**src/rtl/axis_step_pkg.sv**
```systemverilog
// Shared definitions for the axis step pacer: FSM state encoding and cfg_data field layout.
package axis_step_pkg;

    localparam logic [1:0] STATE_IDLE = 2'd0;
    localparam logic [1:0] STATE_WAIT = 2'd1;
    localparam logic [1:0] STATE_FIRE = 2'd2;
    localparam logic [1:0] STATE_DONE = 2'd3;

    typedef enum logic [1:0] {
        ST_IDLE = STATE_IDLE,
        ST_WAIT = STATE_WAIT,
        ST_FIRE = STATE_FIRE,
        ST_DONE = STATE_DONE
    } state_e;

    // cfg_data is a concatenation of CNTR_WIDTH-wide fields; these are field indices.
    localparam int CFG_PERIOD_IDX = 0;
    localparam int CFG_STEPS_IDX  = 1;

endpackage

```
**src/rtl/axis_step_gap_cntr.sv**
```systemverilog
// Loadable up-counter with a terminal-value compare; used for gap timing and miss timing.
module axis_step_gap_cntr
    import axis_step_pkg::*;
#(
    parameter int WIDTH = 32
) (
    input  logic             aclk,
    input  logic             areset,
    input  logic             load,
    input  logic [WIDTH-1:0] load_val,
    input  logic             en,
    input  logic [WIDTH-1:0] term_val,
    output logic             at_term
);

    localparam logic [WIDTH-1:0] CNT_ZERO = {WIDTH{1'b0}};
    localparam logic [WIDTH-1:0] CNT_ONE  = {{(WIDTH-1){1'b0}}, 1'b1};

    logic [WIDTH-1:0] count_r;

    // Counter register: load has priority over enable.
    always_ff @(posedge aclk) begin
        if (areset) begin
            count_r <= CNT_ZERO;
        end else if (load) begin
            count_r <= load_val;
        end else if (en) begin
            count_r <= count_r + CNT_ONE;
        end else begin
            count_r <= count_r;
        end
    end

    assign at_term = (count_r == term_val);

endmodule

```
**src/rtl/axis_step_pacer.sv**
```systemverilog
// Paces an AXI-Stream stepper: grants one step per slot with a programmable gap.
// Define AXIS_STEP_PACER_MISS_EN to count step slots left unused by the stream.
module axis_step_pacer
    import axis_step_pkg::*;
#(
    parameter int CNTR_WIDTH = 32
) (
    input  logic                    aclk,
    input  logic                    areset,
    input  logic [2*CNTR_WIDTH-1:0] cfg_data,
    input  logic                    run,
    input  logic                    step_valid,
    output logic                    trg_flag,
    output logic [CNTR_WIDTH-1:0]   sts_data,
    output logic [CNTR_WIDTH-1:0]   sts_miss,
    output logic                    busy,
    output logic                    done
);

    localparam int PERIOD_LSB = CFG_PERIOD_IDX * CNTR_WIDTH;
    localparam int STEPS_LSB  = CFG_STEPS_IDX * CNTR_WIDTH;
    localparam logic [CNTR_WIDTH-1:0] CNT_ZERO = {CNTR_WIDTH{1'b0}};
    localparam logic [CNTR_WIDTH-1:0] CNT_ONE  = {{(CNTR_WIDTH-1){1'b0}}, 1'b1};

    state_e                  state_r;
    logic                    trg_flag_r;
    logic [CNTR_WIDTH-1:0]   period_r;
    logic [CNTR_WIDTH-1:0]   steps_r;
    logic [CNTR_WIDTH-1:0]   sts_data_r;
    logic [CNTR_WIDTH-1:0]   sts_inc_s;
    logic [CNTR_WIDTH-1:0]   cfg_period_s;
    logic [CNTR_WIDTH-1:0]   cfg_steps_s;
    logic                    start_s;
    logic                    hs_s;
    logic                    last_step_s;
    logic                    gap_term_s;

    // Decode of config fields, start/handshake qualifiers and the next step count.
    always_comb begin
        cfg_period_s = cfg_data[PERIOD_LSB +: CNTR_WIDTH];
        cfg_steps_s  = cfg_data[STEPS_LSB +: CNTR_WIDTH];
        start_s      = (state_r == ST_IDLE) && run;
        hs_s         = trg_flag_r && step_valid;
        sts_inc_s    = sts_data_r + CNT_ONE;
        last_step_s  = (steps_r != CNT_ZERO) && (sts_inc_s == steps_r);
    end

    // Gap counter restarts at 1 whenever a WAIT phase is about to begin.
    axis_step_gap_cntr #(
        .WIDTH (CNTR_WIDTH)
    ) u_gap_cntr (
        .aclk     (aclk),
        .areset   (areset),
        .load     (start_s || hs_s),
        .load_val (CNT_ONE),
        .en       (state_r == ST_WAIT),
        .term_val (period_r),
        .at_term  (gap_term_s)
    );

    // Sequencer FSM with latched config, step count and registered trg_flag.
    always_ff @(posedge aclk) begin
        if (areset) begin
            state_r    <= ST_IDLE;
            trg_flag_r <= 1'b0;
            period_r   <= CNT_ZERO;
            steps_r    <= CNT_ZERO;
            sts_data_r <= CNT_ZERO;
        end else begin
            case (state_r)
                ST_IDLE: begin
                    if (run) begin
                        period_r   <= cfg_period_s;
                        steps_r    <= cfg_steps_s;
                        sts_data_r <= CNT_ZERO;
                        if (cfg_period_s == CNT_ZERO) begin
                            state_r    <= ST_FIRE;
                            trg_flag_r <= 1'b1;
                        end else begin
                            state_r    <= ST_WAIT;
                            trg_flag_r <= 1'b0;
                        end
                    end else begin
                        trg_flag_r <= 1'b0;
                    end
                end
                ST_WAIT: begin
                    if (!run) begin
                        state_r    <= ST_IDLE;
                        trg_flag_r <= 1'b0;
                    end else if (gap_term_s) begin
                        state_r    <= ST_FIRE;
                        trg_flag_r <= 1'b1;
                    end else begin
                        trg_flag_r <= 1'b0;
                    end
                end
                ST_FIRE: begin
                    // A handshake in the abort cycle is still counted.
                    if (hs_s) begin
                        sts_data_r <= sts_inc_s;
                    end else begin
                        sts_data_r <= sts_data_r;
                    end
                    if (!run) begin
                        state_r    <= ST_IDLE;
                        trg_flag_r <= 1'b0;
                    end else if (hs_s && last_step_s) begin
                        state_r    <= ST_DONE;
                        trg_flag_r <= 1'b0;
                    end else if (hs_s && (period_r != CNT_ZERO)) begin
                        state_r    <= ST_WAIT;
                        trg_flag_r <= 1'b0;
                    end else begin
                        trg_flag_r <= 1'b1;
                    end
                end
                ST_DONE: begin
                    trg_flag_r <= 1'b0;
                    if (!run) begin
                        state_r <= ST_IDLE;
                    end else begin
                        state_r <= ST_DONE;
                    end
                end
                default: begin
                    state_r    <= ST_IDLE;
                    trg_flag_r <= 1'b0;
                end
            endcase
        end
    end

`ifdef AXIS_STEP_PACER_MISS_EN
    logic                  miss_en_s;
    logic                  miss_term_s;
    logic [CNTR_WIDTH-1:0] sts_miss_r;

    // A missed slot is period+1 consecutive FIRE cycles without a handshake.
    always_comb begin
        miss_en_s = trg_flag_r && !step_valid && (period_r != CNT_ZERO);
    end

    axis_step_gap_cntr #(
        .WIDTH (CNTR_WIDTH)
    ) u_miss_cntr (
        .aclk     (aclk),
        .areset   (areset),
        .load     (start_s || hs_s || (miss_en_s && miss_term_s)),
        .load_val (CNT_ZERO),
        .en       (miss_en_s),
        .term_val (period_r),
        .at_term  (miss_term_s)
    );

    // Missed-slot status counter, cleared at sequence start.
    always_ff @(posedge aclk) begin
        if (areset) begin
            sts_miss_r <= CNT_ZERO;
        end else if (start_s) begin
            sts_miss_r <= CNT_ZERO;
        end else if (miss_en_s && miss_term_s) begin
            sts_miss_r <= sts_miss_r + CNT_ONE;
        end else begin
            sts_miss_r <= sts_miss_r;
        end
    end

    assign sts_miss = sts_miss_r;
`else
    assign sts_miss = CNT_ZERO;
`endif

    assign trg_flag = trg_flag_r;
    assign sts_data = sts_data_r;
    assign busy     = (state_r == ST_WAIT) || (state_r == ST_FIRE);
    assign done     = (state_r == ST_DONE);

endmodule

```
**config.mk**
```make
export PLATFORM = sky130hd
export DESIGN_NAME = axis_step_pacer
export DESIGN_NICKNAME = d
export VERILOG_FILES = /design/src/rtl/axis_step_pkg.sv /design/src/rtl/axis_step_gap_cntr.sv /design/src/rtl/axis_step_pacer.sv
export SDC_FILE = /design/constraint.sdc
export NUM_CORES = 1
export LEC_CHECK = 0
export CORE_MARGIN = 8
export CORE_UTILIZATION = 48
export DETAILED_ROUTE_END_ITERATION = 6
export PLACE_DENSITY = 0.77
export SETUP_SLACK_MARGIN = 0.05
export SYNTH_ARGS = -nofsm -noshare
export SYNTH_HDL_FRONTEND = slang
export SYNTH_SLANG_ARGS = --single-unit
export TNS_END_PERCENT = 50
```
**constraint.sdc**
```tcl
create_clock -name aclk -period 2.69 [get_ports aclk]
set_input_delay 0.538 -clock aclk [delete_from_list [all_inputs] [get_ports aclk]]
set_output_delay 0.538 -clock aclk [all_outputs]
set_load 0.05 [all_outputs]
```
== After elaboration in Yosys (flattened, before gate mapping) ==
Cells that the tools add are included.

* Register bits: 131
* Logic and storage cells: 57
* Bits of input ports: 68

* Mux-type cells: 22
* Reductions and logical operators: 17
* $add $sub $neg: 2
* Equal/unequal tests: 9

{| class="wikitable"
|+ Operator list
! operator !! number
|-
| $add 32x1->32 const B || 2
|-
| $eq 32x32->1 || 2
|-
| $mux 32 || 2
|-
| $pmux 32 s2 || 1
|-
| $reduce_bool 32->1 || 2
|-
| $logic_not 32->1 || 1
|-
| $mux 2 || 8
|-
| $mux 1 || 9
|-
| $pmux 2 s4 || 1
|-
| $reduce_and 3->1 || 2
|-
| $logic_and 1x1->1 || 5
|-
| $eq 2x2->1 const B || 2
|-
| $ne 2x2->1 const B || 2
|-
| $ne 4x4->1 const B || 1
|-
| $pmux 1 s4 || 1
|-
| $reduce_bool 2->1 || 2
|-
| $ne 3x3->1 const B || 1
|-
| $eq 2x1->1 const B || 1
|-
| $logic_not 2->1 || 1
|-
| $logic_or 1x1->1 || 2
|-
| $reduce_and 2->1 || 1
|-
| $reduce_or 2->1 || 1
|}

== Logic depth before layout (Yosys ltp) ==
Gate-level depths: netlist (run 1).

* Word-level depth: 7
* Mapped depth: 12

== By module ==
A second synthesis (run 1) with hierarchy kept.

* Cell total of the unflattened synthesis: 1,070
* Area, all modules: 7,916.3 sq um

{| class="wikitable"
|+ Modules (own cells, without submodules)
! module !! area an instance (sq um) !! sequential area each (sq um) !! instances !! cells an instance
|-
| axis_step_pacer || 5,525.3 || 1,981.9 || 1 || 768
|-
| axis_step_gap_cntr || 2,391.0 || 640.6 || 1 || 302
|}

== Worst setup path after synthesis (run 1) ==
OpenSTA, ideal clock, no wires.

* Path type: reg2reg
* Start: reg sts_data_r[0], in the netlist sts_data[0]
* End: reg state_r[1]
* Path buffers: 1
* Data required time: 2.569 ns
* Arrival: 3.243 ns
* Clock period less this slack: 3.365 ns
* Stages on the path, launching flop included: 12
* Setup slack: -0.675 ns
* Cell sequence: dfxtp_1 > ha_1 > nand3_1 > clkbuf_1 > or4_1 > nor3_2 > xnor2_1 > nand4b_1 > nor4_4 > a211o_2 > nand2_1 > mux2_4

* Word-level cells in the longest chain between the ends: 7
* Elaborated cells on any way between the ends: 9
* Those cells by class: add/sub (1); eq/ne (2); mux (3); reduce/logical (3)

{| class="wikitable"
|+ Ends and longest elaborated chain
! what !! line !! text
|-
| start: declaration || axis_step_pacer.sv:29 || <nowiki>logic [CNTR_WIDTH-1:0] sts_data_r;</nowiki>
|-
| start signal: assignment || axis_step_pacer.sv:101 || <nowiki>sts_data_r <= sts_inc_s;</nowiki>
|-
| start signal: assignment || axis_step_pacer.sv:103 || <nowiki>sts_data_r <= sts_data_r;</nowiki>
|-
| $add 32x1->32 * || axis_step_pacer.sv:44 || <nowiki>sts_inc_s = sts_data_r + CNT_ONE;</nowiki>
|-
| $eq 32x32->1 * || axis_step_pacer.sv:45 || <nowiki>last_step_s = (steps_r != CNT_ZERO) && (sts_inc_s == steps_r);</nowiki>
|-
| $logic_and 1x1->1 * || axis_step_pacer.sv:45 ||
|-
| $logic_and 1x1->1 * || axis_step_pacer.sv:108 || <nowiki>end else if (hs_s && last_step_s) begin</nowiki>
|-
| $mux 2 || axis_step_pacer.sv:108 ||
|-
| $mux 2 || axis_step_pacer.sv:105 || <nowiki>if (!run) begin</nowiki>
|-
| $pmux 2 s4 || axis_step_pacer.sv:70 || <nowiki>case (state_r)</nowiki>
|-
| end signal: assignment || axis_step_pacer.sv:106 || <nowiki>state_r <= ST_IDLE;</nowiki>
|-
| end signal: assignment || axis_step_pacer.sv:109 || <nowiki>state_r <= ST_DONE;</nowiki>
|-
| end signal: assignment || axis_step_pacer.sv:112 || <nowiki>state_r <= ST_WAIT;</nowiki>
|-
| end: declaration || axis_step_pacer.sv:25 || <nowiki>state_e state_r;</nowiki>
|}

Every way passes the cells marked *; elsewhere a longest branch is shown, timed or not.
A chain may end at the register's enable or synchronous reset.

== Worst setup path in the final report (run 1) ==
* Start: reg sts_data_r[7], in the netlist sts_data[7]
* End: reg state_r[1]

Same word-level chain as after synthesis.

==> results of run 1 <==
-- final cells by class --
cell class              count  area, um2
clock buffers              24        502
clock inverters             8       87.6
fillers                  1281       5250
inverters                  15       56.3
multi-input cells         786       4490
flip-flops and latches    131       2690
well taps                 188        235
repair buffers            204       1830
-- Yosys cell counts, types with 5 or more instances --
cell and number:
nand2b_1 5, or3_1 11, buf_2 7, nor3_1 26, inv_1 15, clkbuf_1 50
nor2_1 82, buf_4 33, a211oi_1 5, o211ai_1 5, dfxtp_1 131, nand2_1 203
xnor2_1 68, xor2_1 36, a21oi_1 108, ha_1 7, o21ai_0 25, and4_1 10
nand3_1 27, nand4_1 38, and3_1 14, a31oi_1 5, nor4_1 35, buf_1 6
-- path summary, 6_finish.rpt --
check,startpoint,end,slack [ns],cells after the start
worst max-delay path,sts_data[7]$_SDFFE_PP0P_,state_r[1]$_SDFFE_PP0P_,-0.05,10
worst min-delay path,steps_r[18]$_SDFFE_PP0P_,steps_r[18]$_SDFFE_PP0P_,0.49,2
worst min register to register,steps_r[18]$_SDFFE_PP0P_,steps_r[18]$_SDFFE_PP0P_,0.49,2
worst max register to register,sts_data[7]$_SDFFE_PP0P_,state_r[1]$_SDFFE_PP0P_,-0.05,10
-- through the flow --
stage                     cells  TNS [ns]  hold slack, ns  setup WS, ns  utilization
after detailed placement   1321    -0.721           0.477        -0.339        0.610
after floorplan            1028   -0.0647           0.461       -0.0647            -
after CTS                  1354  -0.00797           0.486      -0.00797        0.651
after global placement     1321    -0.468           0.473        -0.268        0.610
after global routing       1356    -0.320           0.503        -0.165        0.653
final                      1356   -0.0653           0.486       -0.0515        0.653
-- cells by family (layout without fill, tap and decap cells) --
family / count (synthesis) / in the layout / synth area share
AND/OR/NAND/NOR: 474 / 474 / 0.307
AO/OA/AOI/OAI: 166 / 166 / 0.125
XOR/XNOR: 104 / 104 / 0.123
buffers and inverters: 111 / 251 / 0.0740
adder cells (fa/ha/maj): 7 / 7 / 0.0118
multiplexers: 3 / 3 / 0.00489
other: 1 / 32 / 0.000505
flip-flops: 131 / 131 / 0.353
-- what timing repair did --
item                                    in CTS  in global routing
pin swaps                                    7                  5
endpoints found under the setup margin       3                  9
buffers inserted                             1                  2
gates resized for setup                      6                  6
-- flip-flops by register name, summed over array words and instances (netlist names) --
name and count:
state_r 2, u_gap_cntr.count_r 32, steps_r 32, sts_data 32, trg_flag 1, period_r 32
-- worst max-delay path, delay by kind of cell, from the launching register on --
kind,cells,cell delay [ns]
DFF,1,0.35
xor gates and xnor gates,1,0.22
buffers and inverters,1,0.21
AOI/OAI and AO/OA,1,0.20
muxes,1,0.29
and+or+nand+nor,6,1.35
-- layout by cell type, fill, tap and decap left out, drive strengths merged, types with 7 or more instances in the layout --
cell type      count
or3               11
ha                 7
and4              10
conb              32
nor2              82
xnor2             68
nor3              27
nand4             39
dfxtp            131
buf              103
and3              14
inv               21
nand2            203
o21ai             25
clkdlybuf4s50    100
nand3             27
a21oi            108
nor4              38
xor2              36
clkbuf            24
-- routing by layer --
metal,track usage,wire [um],up-vias
li1,-,-,3705
met3,0.0598,1820,42
met2,0.374,10600,289
met5,0,0,-
met1,0.302,10300,3609
met4,0.0863,484,0
-- power by group through the flow --
stage               registers (uW)  clock network [uW]  logic [uW]
floorplan                     2380                   0        1650
global placement              2420                   0        2450
detailed placement            2420                   0        2510
CTS                           2380                2320        2530
global route                  2420                2410        2790
finish                        2390                2310        2560
==> results.txt, run 1 <==
status = finished, violations left
failing checks = setup timing
first-pass GRT wire length = 37.7 mm
Max Slew Vio Count = 0
Crit Path Class = flip-flop to flip-flop
flop and latch count out of synthesis = 131
Leakage Power = 0.00371 uW
ys async rst share = 0
1st-pass router iterations = 6
Gate Count Post-Synth = 997
Yosys top cell by area = dfxtp_1
largest net degree at the start of global routing = 42
Clk pwr share = 0.318
Worst Path Max Fanout = 7
Routed Antenna Nets = 0
port bufs = 102
routed via count = 7645
clock buffer depth = 2
register area share after synthesis = 0.353
Tightest Pin Transition = 0.689 ns
Slew headroom = 0.536
antenna violations before repair = 0
width of the die = 140 um
Final Cell Area = 9890 um2
Remaining DRCs = 0
I/O Pins = 135
slowest stage cell, crit path = dfxtp_4
Layout Nets = 1230
clock slew at the register clock pins of the worst setup and hold paths = 0.06 ns
Post-synth EDFFs = 0
Final setup viols = 2
post-synth top area share = 0.353
final period utilization = 1.02
Area contributors post-synth = dfxtp_1 (35%), nand2_1 (10%), xnor2_1 (8.0%)
die footprint = 19700 um2
Flop pwr share = 0.329
maxcap violations = 0
CP arrival = 3.05 ns
peak supply drop = 0.668 mV
H-tree depth = 4
synth warn = 0
worst hold path class = flip-flop to flip-flop
Power Density = 734 nW/um2
RSZ-0062 raised after global routing = yes
n_diodes = 0
synth unique cells = 57
Max Fclk = 365 MHz
Final Skew = 0.00619 ns
Tot GR Track Use = 0.235
global route total overflow = 0
overall power = 7260 uW
synthesized area = 7420 um2
Top cell by count, worst path = nor4_4
Post-CTS Hold Buffers = 0
Final Hold Viols = 0
CTS tree = built
FP Rows = 45
worst skew pair latency = 0.42 ns
cell chain of the critical path = nand4_1 -> nor4_4 -> buf_4 -> and3_1 -> xnor2_1 -> nand4b_1 -> nor4_4 -> a211o_2 -> nand2_2 -> mux2_4
Total Wirelength = 23.2 mm
layout cells sized above 1 = 0.158
Avg Synthesized Cell Area = 7.45 um2
Worst Setup Start Kind = flip-flop
vias in the first global route = 7372
switching part of the total = 0.377
Root Driver = clkbuf_16
Via density = 5.64
Cell Int Power = 4530 uW
area delta synth->final = 33.3%
DRT iter0 DRCs = 617
combinational share of power = 0.353
HPWL Detailed = 17.3 mm
CTS sink count = 131
top_reg_cell synth = dfxtp_1
CP endpoint kind = flip-flop
Cell Area, Placed = 9240 um2
post-route setup slack = -0.0515 ns
Tmin final = 2.74 ns
wire per inst = 17.1 um
CP peak stage delay = 0.35 ns
Placer Congestion = 0.954
Die Ht = 140 um
floorplan core area = 15100 um2
initial core utilization = 0.490
Req. time, crit path = 3.00 ns
switching power of the nets = 2730 uW
TritonCTS Buffers = 17
(Power assumes the default switching activity.)
==> inputs of run 2 (changes only) <==
--- a/config.mk
+++ b/config.mk
@@ -5,9 +5,9 @@
 export SDC_FILE = /design/constraint.sdc
 export NUM_CORES = 1
 export LEC_CHECK = 0
-export CORE_MARGIN = 8
 export CORE_UTILIZATION = 48
 export DETAILED_ROUTE_END_ITERATION = 6
+export GPL_TIMING_DRIVEN = 0
 export PLACE_DENSITY = 0.77
 export SETUP_SLACK_MARGIN = 0.05
 export SYNTH_ARGS = -nofsm -noshare
==> run 2 against run 1 <==
  * The run still ends with setup timing left
  * Flip-flop and latch count is the same
  * Final cell count grew 0.96%
  * Sequential power about the same
  * Register-to-register slack lost 0.22 ns
  * Worst hold slack worse by 0.0013 ns
  * Clock power rose by 3%
  * Clock skew up 0.0018 ns
  * Utilization is 0.31 points higher
  * Fmax down 7.3%
  * First-iteration DRC count grew 10%
  * Largest power group unchanged
==> results.txt, run 2 (synthesized netlist as in run 1, its figures left out) <==
Root Driver = clkbuf_16
n_diodes = 0 (unchanged)
CTS sink count = 131 (unchanged)
H-tree depth = 4 (unchanged)
Worst Path Max Fanout = 5 (-2)
DRT met1 WL = 10.3 mm (+0.20%)
met3 wire len = 2.20 mm (+21%)
final period utilization = 1.10 (+0.0800)
Remaining DRCs = 0 (unchanged)
worst hold path class = flip-flop to flip-flop
Via density = 5.66 (+0.44%)
Cell Int Power = 4460 uW (-1.5%)
antenna violations before repair = 0 (unchanged)
TritonCTS Buffers = 17 (unchanged)
largest net degree at the start of global routing = 17 (-60%)
final core occ = 0.656 (+0.00314)
Placer Congestion = 0.957 (+0.29%)
clock slew at the register clock pins of the worst setup and hold paths = 0.06 ns (about the same)
die footprint = 16000 um2 (-19%)
Layout Nets = 1243 (+1.1%)
1st-pass router iterations = 5 (-1)
clock buffer depth = 2 (unchanged)
Leakage Power = 0.00368 uW (-0.85%)
failing checks = setup timing
Max Fclk = 338 MHz (-7.3%)
Die Ht = 126 um (-10%)
wire per inst = 17.1 um (about the same)
Final setup viols = 3 (+1)
combinational share of power = 0.347 (-0.006)
I/O Pins = 135 (unchanged)
Req. time, crit path = 3.01 ns (about the same)
peak supply drop = 0.539 mV (-19%)
Max Slew Vio Count = 0 (unchanged)
most frequent cells in the layout = nand2_1 (201), a21oi_1 (107), dfxtp_1 (106)
post-route setup slack = -0.267 ns (-0.215 ns)
global route total overflow = 0 (unchanged)
FP Rows = 45 (unchanged)
switching power of the nets = 2880 uW (+5.2%)
layout cells sized above 1 = 0.144 (-0.0144)
Crit Path Class = flip-flop to flip-flop
Tmin final = 2.96 ns (+0.215 ns)
top sig layer = met4
Total Wirelength = 23.5 mm (+0.97%)
routed via count = 7752 (+1.4%)
dpl ws = -0.526 ns (-0.188 ns)
DRT iter0 DRCs = 680 (+10%)
Final Hold Viols = 0 (unchanged)
Tot GR Track Use = 0.295 (+0.0601)
RSZ-0062 raised after global routing = yes
routed length on met2 = 10.3 mm (-3.3%)
status = finished, violations left
port bufs = 102 (unchanged)
floorplan core area = 15100 um2 (unchanged)
vias in the first global route = 6899 (-6.4%)
Final Skew = 0.00797 ns (+0.00178 ns)
switching part of the total = 0.392 (+0.0156)
Post-CTS Hold Buffers = 0 (unchanged)
most common cell after layout, fill and taps aside = nand2_1
Worst Setup Start Kind = flip-flop
Flop pwr share = 0.328 (about the same)
CTS tree = built
HPWL Detailed = 16.9 mm (-2.3%)
Tightest Pin Transition = 0.823 ns (+0.134 ns)
CP arrival = 3.27 ns (+0.22 ns)
width of the die = 126 um (-10%)
Routed Antenna Nets = 0 (unchanged)
area delta synth->final = 33.9%
first-pass GRT wire length = 36.4 mm (-3.5%)
maxcap violations = 0 (unchanged)
Clk pwr share = 0.324 (+0.006)
Power Density = 738 nW/um2 (+0.53%)
worst skew pair latency = 0.43 ns (about the same)
initial core utilization = 0.490 (unchanged)
Slew headroom = 0.451 (-0.0848)
CP endpoint kind = flip-flop
run 2: cell count changes in the layout (fill, tap and decap cells not counted), moves of 3 or more:
cell / before / now
buf_4: 99 / 60
buf_12: 4 / 0
buf_6: 0 / 5
buf_2: 0 / 4
nor3_1: 24 / 20
clkbuf_16: 17 / 20
clkbuf_1: 2 / 37
clkbuf_8: 5 / 0
buf_1: 0 / 4
nor3_2: 2 / 5
run 2: per-stage QoR:
step	instance area [um2]	total power (uW)	setup TNS, ns	hold slack [ns]	cells
6_report	9940	7330	-0.625	0.485	1369
5_1_grt	9940	7680	-0.950	0.509	1369
4_1_cts	9760	7230	-0.256	0.484	1355
3_3_place_gp	8990	4780	-4.86	0.469	1318
3_5_place_dp	8990	4810	-7.93	0.476	1318
2_1_floorplan	7740	4030	-0.0647	0.461	1028
run 2: final timing paths:
| path | start | endpoint | slack, ns | cells after the start |
|---|---|---|---|---|
| setup / recovery | sts_data[10]$_SDFFE_PP0P_ | state_r[1]$_SDFFE_PP0P_ | -0.27 | 12 |
| hold / removal | steps_r[17]$_SDFFE_PP0P_ | steps_r[17]$_SDFFE_PP0P_ | 0.48 | 2 |
| setup reg to reg | sts_data[10]$_SDFFE_PP0P_ | state_r[1]$_SDFFE_PP0P_ | -0.27 | 12 |
| hold reg to reg | steps_r[17]$_SDFFE_PP0P_ | steps_r[17]$_SDFFE_PP0P_ | 0.48 | 2 |
run 2: repair_timing:
action                                  in CTS  in global routing
endpoints found under the setup margin      31                 33
buffers inserted                            13                 17
pin swaps                                   18                 20
cloned                                       0                  1
resized for setup                           22                 23
hold endpoints to repair                     0                  0
run 2: area by class of cell:
type	count	area, um2
multi-input combinational	786	4580
inverter	15	56.3
sequential	131	2690
timing repair buffer	133	1280
clock buffer	19	475
fill	1287	5200
clock inverter	13	134
tap	188	235
buffer	84	484
run 2: critical path: stages (launching register included):
cell,delay (ns)
dfxtp_4,0.36
buf_8,0.11
nand4_1,0.18
buf_4,0.20
nor4_4,0.30
buf_4,0.18
nand4_1,0.09
a2bb2o_4,0.25
nand4b_1,0.23
nor4_4,0.36
a211o_2,0.22
nand2_2,0.06
mux2_4,0.30
run 2: metal layers:
| metal | track usage | up-vias |
|---|---|---|
| met1 | 0.410 | 3573 |
| met4 | 0.124 | 0 |
| met5 | 0 | - |
| li1 | - | 3739 |
| met3 | 0.0578 | 51 |
| met2 | 0.448 | 389 |
run 2: power groups by stage:
stage	logic, uW	clock network [uW]	registers (uW)
2_1_floorplan	1650	0	2380
3_3_place_gp	2350	0	2430
3_5_place_dp	2380	0	2430
4_1_cts	2440	2390	2400
5_1_grt	2760	2490	2430
6_report	2550	2380	2410
